<file path="src/rtl/aes_inv_key_schedule.sv">
// aes_inv_key_schedule: iterative AES-128 inverse key schedule, rounds 10..0.
// Optional macro INV_KS_FULL_BUS_EN adds the round_keys bus and keys_valid.
module aes_inv_key_schedule (
   input  logic          clk,
   input  logic          rst_n,
   input  logic          start,
   input  logic [127:0]  last_key,
   output logic [127:0]  round_key,
   output logic [3:0]    round_idx,
   output logic          rk_valid,
   input  logic          rk_ready,
   output logic          busy,
   output logic          done
`ifdef INV_KS_FULL_BUS_EN
   ,
   output logic [1407:0] round_keys,
   output logic          keys_valid
`endif
);

   typedef enum logic [1:0] {
      S_IDLE,
      S_RUN,
      S_DONE
   } state_t;

   localparam logic [0:255][7:0] SBOX = {
      128'h637c777bf26b6fc53001672bfed7ab76,
      128'hca82c97dfa5947f0add4a2af9ca472c0,
      128'hb7fd9326363ff7cc34a5e5f171d83115,
      128'h04c723c31896059a071280e2eb27b275,
      128'h09832c1a1b6e5aa0523bd6b329e32f84,
      128'h53d100ed20fcb15b6acbbe394a4c58cf,
      128'hd0efaafb434d338545f9027f503c9fa8,
      128'h51a3408f929d38f5bcb6da2110fff3d2,
      128'hcd0c13ec5f974417c4a77e3d645d1973,
      128'h60814fdc222a908846eeb814de5e0bdb,
      128'he0323a0a4906245cc2d3ac629195e479,
      128'he7c8376d8dd54ea96c56f4ea657aae08,
      128'hba78252e1ca6b4c6e8dd741f4bbd8b8a,
      128'h703eb5664803f60e613557b986c11d9e,
      128'he1f8981169d98e949b1e87e9ce5528df,
      128'h8ca1890dbfe6426841992d0fb054bb16
   };

   function automatic logic [31:0] sub_word(input logic [31:0] w);
      return {SBOX[w[31:24]], SBOX[w[23:16]],
              SBOX[w[15:8]],  SBOX[w[7:0]]};
   endfunction

   function automatic logic [7:0] rcon(input logic [3:0] r);
      logic [7:0] c;
      c = 8'h00;
      unique case (r)
         4'd1:    c = 8'h01;
         4'd2:    c = 8'h02;
         4'd3:    c = 8'h04;
         4'd4:    c = 8'h08;
         4'd5:    c = 8'h10;
         4'd6:    c = 8'h20;
         4'd7:    c = 8'h40;
         4'd8:    c = 8'h80;
         4'd9:    c = 8'h1b;
         4'd10:   c = 8'h36;
         default: c = 8'h00;
      endcase
      return c;
   endfunction

   state_t state, state_n;
   logic   load, step, fin, beat;

   logic [31:0]  k0, k1, k2, k3;
   logic [31:0]  p0, p1, p2, p3;
   logic [127:0] prev_key;

   // Undo one forward KeyExpansion round from the registered key.
   always_comb begin
      k0 = round_key[127:96];
      k1 = round_key[95:64];
      k2 = round_key[63:32];
      k3 = round_key[31:0];
      p3 = k3 ^ k2;
      p2 = k2 ^ k1;
      p1 = k1 ^ k0;
      p0 = k0 ^ sub_word({p3[23:0], p3[31:24]})
         ^ {rcon(round_idx), 24'h0};
      prev_key = {p0, p1, p2, p3};
   end

   // State register.
   always_ff @(posedge clk) begin
      if (!rst_n) state <= S_IDLE;
      else        state <= state_n;
   end

   // Next-state and datapath control.
   always_comb begin
      state_n = state;
      load    = 1'b0;
      step    = 1'b0;
      fin     = 1'b0;
      unique case (state)
         S_IDLE: begin
            if (start) begin
               load    = 1'b1;
               state_n = S_RUN;
            end
         end
         S_RUN: begin
            if (rk_ready) begin
               if (round_idx == 4'd0) begin
                  fin     = 1'b1;
                  state_n = S_DONE;
               end else begin
                  step = 1'b1;
               end
            end
         end
         S_DONE:  state_n = S_IDLE;
         default: state_n = S_IDLE;
      endcase
   end

   assign beat     = (state == S_RUN) && rk_ready;
   assign rk_valid = (state == S_RUN);
   assign busy     = (state == S_RUN);
   assign done     = (state == S_DONE);

   // Round key and index: load on start, step back on each beat.
   always_ff @(posedge clk) begin
      if (!rst_n) begin
         round_key <= '0;
         round_idx <= '0;
      end else if (load) begin
         round_key <= last_key;
         round_idx <= 4'd10;
      end else if (step) begin
         round_key <= prev_key;
         round_idx <= round_idx - 4'd1;
      end
   end

`ifdef INV_KS_FULL_BUS_EN
   // Capture each delivered key into its forward-order slot.
   always_ff @(posedge clk) begin
      if (!rst_n) begin
         round_keys <= '0;
         keys_valid <= 1'b0;
      end else begin
         if (load) keys_valid <= 1'b0;
         if (fin)  keys_valid <= 1'b1;
         for (int r = 0; r < 11; r++) begin
            if (beat && round_idx == 4'(r))
               round_keys[(10-r)*128 +: 128] <= round_key;
         end
      end
   end
`endif

endmodule

</file>
<file path="config.mk">
export PLATFORM = sky130hd
export DESIGN_NAME = aes_inv_key_schedule
export DESIGN_NICKNAME = d
export VERILOG_FILES = /design/src/rtl/aes_inv_key_schedule.sv
export SDC_FILE = /design/constraint.sdc
export NUM_CORES = 1
export LEC_CHECK = 0
export ABC_CLOCK_PERIOD_IN_PS = 4150
export CORE_MARGIN = 5
export CORE_UTILIZATION = 35
export DETAILED_ROUTE_END_ITERATION = 16
export GPL_TIMING_DRIVEN = 0
export PLACE_DENSITY = 0.55
export REMOVE_ABC_BUFFERS = 1
export SYNTH_ARGS = -nofsm -noshare
export SYNTH_HDL_FRONTEND = slang
export SYNTH_SLANG_ARGS = --single-unit
</file>
<file path="constraint.sdc">
create_clock -name clk -period 4.15 [get_ports clk]
set_input_delay 0.83 -clock clk [delete_from_list [all_inputs] [get_ports clk]]
set_output_delay 0.83 -clock clk [all_outputs]
set_load 0.01 [all_outputs]
</file>
=== Word-level counts from Yosys, hierarchy flattened ===
Memories as Yosys holds them, arrays and structs flattened.
Cells that the tools add are included.

* Add/subtract/negate cells: 1
* Magnitude comparators: 4
* Equality and inequality tests: 5
* Mux-type cells: 21
* Bitwise logic cells: 10
* Reductions and logical operators: 5

{| class="wikitable"
|+ Operators with widths
! kind !! number
|-
| 128-bit two-way mux || 2
|-
| 32-bit XOR || 5
|-
| 8-bit two-way mux || 8
|-
| 9-bit >= comparator (second input constant) || 4
|-
| 8-bit inverter with 9-bit output || 4
|-
| 4-bit two-way mux || 2
|-
| 2-bit two-way mux || 3
|-
| 1-bit two-way mux || 5
|-
| 4-bit logical NOT || 1
|-
| 2-bit != test (second input constant) || 2
|-
| 2-bit case mux with 2 select lines || 1
|-
| 4-bit by 1-bit subtractor with 4-bit output (second input constant) || 1
|-
| 3-bit AND reduction || 1
|-
| 2-bit by 1-bit equality test with 1-bit output (second input constant) || 1
|-
| 2-bit equality test (second input constant) || 1
|-
| 2-bit logical NOT || 1
|-
| 2-bit by 1-bit != test with 1-bit output (second input constant) || 1
|-
| 2-bit nonzero test || 1
|-
| 2-bit OR reduction || 1
|-
| 1-bit inverter || 1
|}

* Flip-flop bits (word level): 134
* Bits in read-only memories: 8320
* Input bits: 132
* Output and inout port bits: 135
* Memories kept: 5

{| class="wikitable"
|+ Memories
! memory !! words !! width !! rd ports !! clocked after memory_dff !! wr ports !! line !! RTL
|-
| (name not given) || 256 || 8 || 1 || 0 || 0 || 48 || <nowiki>SBOX[w[15:8]], SBOX[w[7:0]]};</nowiki>
|-
| (name not given) || 256 || 8 || 1 || 0 || 0 || 48 ||
|-
| (name not given) || 256 || 8 || 1 || 0 || 0 || 47 || <nowiki>return {SBOX[w[31:24]], SBOX[w[23:16]],</nowiki>
|-
| (name not given) || 256 || 8 || 1 || 0 || 0 || 47 ||
|-
| (name not given) || 16 || 8 || 1 || 0 || 0 || 54 || <nowiki>unique case (r)</nowiki>
|}

=== Logic depth before layout (Yosys ltp) ===
* Depth after elaboration: 9
* Mapped depth: 15
* Mapped depth without buffers: 12

=== Least setup slack after synthesis ===
OpenSTA, ideal clock, no wires.

* Path type: register to register
* Start: reg round_key[48]
* End: reg round_key[126]
* Setup time: 0.132 ns
* Arrival: 3.421 ns
* Data required time: 4.018 ns
* Setup slack: 0.597 ns
* Stages on the path, launching flop included: 15
* Path buffers: 3
* Clock period less this slack: 3.553 ns
* Path through: dfxtp_1 -> xor2_1 -> buf_2 -> buf_1 -> ha_1 -> clkbuf_1 -> inv_1 -> nand3_1 -> o211ai_1 -> a2111oi_0 -> a2111oi_0 -> o32ai_1 -> mux2i_1 -> xor2_1 -> a21oi_1

* Longest elaborated chain between the ends: 9

{| class="wikitable"
|+ RTL lines
! what !! line !! RTL
|-
| start: declaration || 8 || <nowiki>output logic [127:0] round_key,</nowiki>
|-
| start signal: assignment || 136 || <nowiki>round_key <= last_key;</nowiki>
|-
| start signal: assignment || 139 || <nowiki>round_key <= prev_key;</nowiki>
|-
| 32-bit XOR || 83 || <nowiki>p3 = k3 ^ k2;</nowiki>
|-
| 8-bit inverter with 9-bit output (not written as such) || 47 ||
|-
| memory 256 x 8 bit || -- ||
|-
| 8-bit two-way mux (not written as such) (2 in a row) || 47 ||
|-
| 32-bit XOR || 86 || <nowiki>p0 = k0 ^ sub_word({p3[23:0], p3[31:24]})</nowiki>
|-
| 32-bit XOR || 87 || <nowiki>^ {rcon(round_idx), 24'h0};</nowiki>
|-
| 128-bit two-way mux || 138 || <nowiki>end else if (step) begin</nowiki>
|-
| 128-bit two-way mux || 135 || <nowiki>end else if (load) begin</nowiki>
|}

No other way between the ends. The select of a mux whose other input is x is not followed.
A chain may end at the register's enable or synchronous reset.

=== Worst setup path after layout ===
* Start: reg round_key[0]
* End: reg round_key[106]

* Longest elaborated chain between the ends: 9

{| class="wikitable"
|+ RTL lines
! what !! line
|-
| 32-bit XOR || 83
|-
| 8-bit inverter with 9-bit output (not written as such) || 48
|-
| memory 256 x 8 bit || --
|-
| 8-bit two-way mux (not written as such) (2 in a row) || 48
|-
| 32-bit XOR || 86
|-
| 32-bit XOR || 87
|-
| 128-bit two-way mux || 138
|-
| 128-bit two-way mux || 135
|}

No other way between the ends. The select of a mux whose other input is x is not followed.

==> run metrics <==
part of the power in registers 14.7%; CTS Buf Count 17; crit path max-delay cell type mux4_2; Boundary Pins 267; EDFF count, synth 0; final slew viol count 0; Switching Fraction 53.8%; Die W 249 um; Post-Synthesis Cell Area 20000 sq um; crit path DAT 4.46 ns; power density over the cells 459 nW/um^2; synthesized instance count 2903; All-Layer GR Usage 29.7%; Seq/Total Area, Yosys 13.4%; LEAKAGE 9.10 nW; Worst-Margin Slew 1.41 ns; Net Switching 6.16 mW; drt total wl 97900 um; crit path kind flip-flop to flip-flop; outcome complete, no violations; largest net degree at the start of global routing 97; core area 56500 sq um; Clock Pin Slew Worst Setup and Hold Paths 0.08 ns; I/O Buffers 266; Period minus WS final 4.11 ns; Layout fillers 5672; Seq cells post-synth 134; total power 11.5 mW; CP Capture Type flip-flop; Placed Cells incl. Taps 3662; Post-synth top flop dfxtp_1; final net count 3136; clock tree sinks 134; delay of the slowest cell on the worst path 0.53 ns; H-tree depth 4; first-pass GRT wire length 149000 um; cell taking the most area after synthesis dfxtp_1; Max Cap Viol 0; VDD IR max 0.338 mV; wire per inst 26.4 um; Final Util 44.1%; post-synthesis cell type count 89; Area Overhead vs Synth 24.6%; cell mode on critical path mux4_2; gpl congestion 0.977; Final setup viols 0; crit-path leading delay family multiplexers; critical path peak fanout 12; share of the synthesized area in the top cell type 13.4%; RSZ-0062 raised after global routing false; Synth Area per Inst 6.89 sq um; GRT Residual Overflow 0; Area contributors post-synth dfxtp_1 13%, nand2_1 8.3%, xor2_1 5.6%; Root Driver clkbuf_16; Synth Warn # 0; Hold Crit Class flip-flop to flip-flop; share of cells above drive strength 1 9.33%; initial antenna violation count 1; hpwl dp 65800 um; worst path cell trace xor2_4 > clkinvlp_4 > ha_1 > nor2_2 > or3_1 > o31ai_1 > mux4_2 > mux4_2 > nor2_1 > xnor2_1 > a21oi_1; Die Span Y 249 um; row cnt 87; Hold Vio Cnt, Final 0; CTS tree yes; via count 25500; DRC errors left 0; clk_skew 0.0187 ns; post-synthesis async set-or-reset flop share 0%; Final period util 99.0%; First-pass DRT Iterations 6; DIE AREA 62000 sq um; Crit path required time 4.50 ns; Detail Route Antenna Nets 0; post-route insts no fill 3715; Worst slew margin 6.33%; drt first-iter violations 4639; Clk pwr share 13.3%; Hold Slack 0.539 ns; crit start category flip-flop; Internal Power 5.29 mW; Initial Utilization 35.4%; vias per inst 6.86; logic gate share of total power 72.1%; Post-CTS Hold Buffers 0; Bufs on Longest Clock Path 2; Clock Latency Late Sink 0.49 ns; via count of the first global-routing pass 23500; Peak Freq 0.243 GHz; CP bufs+invs 1
metal layers:
metal | track usage (%) | share of wire [%]
met5 | 0 | 0
met4 | 11.2 | 4.6
met3 | 7.98 | 12
met2 | 45.4 | 43
met1 | 40.1 | 40
worst min-delay path: cells and delay by family (launching register included):
family / cells / cell delay, ns
AOI/OAI and AO/OA: 1 / 0.07
and+or+nand+nor: 1 / 0.07
DFF: 1 / 0.34
through the flow:
step / setup slack, ns / instance area [sq um] / setup TNS (ns)
global placement: -5.09 / 22200 / -458.72
global route: 0.00382 / 24900 / 0
CTS: 0.00787 / 24800 / 0
floorplan: -1.83 / 18600 / -121.46
detailed placement: -0.836 / 24000 / -11.22
finish: 0.0397 / 24900 / 0
sequential cells by signal (all words and copies together), names as in the netlist:
| signal | flops |
|---|---|
| round_idx | 4 |
| round_key | 128 |
| state | 2 |
logic make-up (layout without fill, tap and decap cells):
group / Yosys count / after routing / synth area share, %
mux: 77 / 77 / 6.19
other cells: 0 / 1 / 0
buf+inv: 358 / 410 / 7.44
xor+xnor: 188 / 191 / 8.79
simple gates: 1001 / 1001 / 21.7
compound gates: 1086 / 1086 / 38.8
flops: 134 / 134 / 13.4
fa+ha+maj: 59 / 59 / 3.69
layout make-up:
| type | instances | area, sq um | share of cell area (%) |
|---|---|---|---|
| clock buffers | 18 | 429 | 1.72 |
| repair inverters | 4 | 20.0 | 0.0803 |
| flip-flops and latches | 134 | 2690 | 10.8 |
| repair buffers | 342 | 4010 | 16.1 |
| diodes | 1 | 2.50 | 0.0100 |
| clock inverters | 14 | 125 | 0.502 |
| multi-input cells | 2414 | 16600 | 66.5 |
| well taps | 756 | 946 | 3.79 |
| inverters | 32 | 145 | 0.582 |
power by group through the flow:
stage	Clock [mW]	Combinational, mW	Sequential, mW
final	1.52	8.25	1.68
after global routing	1.62	8.66	1.70
after CTS	1.57	7.81	1.68
after detailed placement	0	7.68	1.69
after global placement	0	7.45	1.64
after floorplan	0	4.77	1.66
cells in the final DEF (no fill, tap or decap), drive strengths merged, types with 61 or more instances in the layout:
master         Yosys  layout
nor3             107     107
xor2             132     135
buf              106      77
o211ai            61      61
clkdlybuf4s50      0     265
a211oi            66      66
o211a             96      96
a21oi            191     191
o21ai            218     218
dfxtp            134     134
o311ai            72      72
nand3             92      92
nand2            444     444
nor2             244     244
timing repair:
action                                  4_1_cts  5_1_grt
endpoints found under the setup margin       31       24
gates cloned                                  7        0
setup buffers                                 5        8
hold endpoints to repair                      0        0
pin swaps                                     2        1
gates resized for setup                      31       34
final timing paths:
path / startpoint / endpoint / slack [ns] / depth (start not counted)
max: round_key[0]$_SDFFE_PN0P_ / round_key[106]$_SDFFE_PN0P_ / 0.04 / 11
max reg2reg: round_key[0]$_SDFFE_PN0P_ / round_key[106]$_SDFFE_PN0P_ / 0.04 / 11
min reg2reg: round_key[119]$_SDFFE_PN0P_ / round_key[119]$_SDFFE_PN0P_ / 0.54 / 2
min: round_key[119]$_SDFFE_PN0P_ / round_key[119]$_SDFFE_PN0P_ / 0.54 / 2
Yosys cell counts (all sizes together) (14+ instances only):
library cell    n
a32oi          14
o211a          96
nor2          244
or3            24
xor2          132
o22ai          29
a221oi         32
a31oi          48
mux4           37
ha             59
a21oi         191
clkbuf        220
o31ai          18
o21ai         218
o211ai         61
xnor2          56
inv            32
a211oi         66
nor3          107
o2111ai        19
a311oi         48
o221ai         23
a2111oi        18
nand2         444
nand3          92
nor3b          17
buf           106
mux2i          36
dfxtp         134
o311a          19
o311ai         72
No activity file was read; power rests on OpenSTA's default activity.
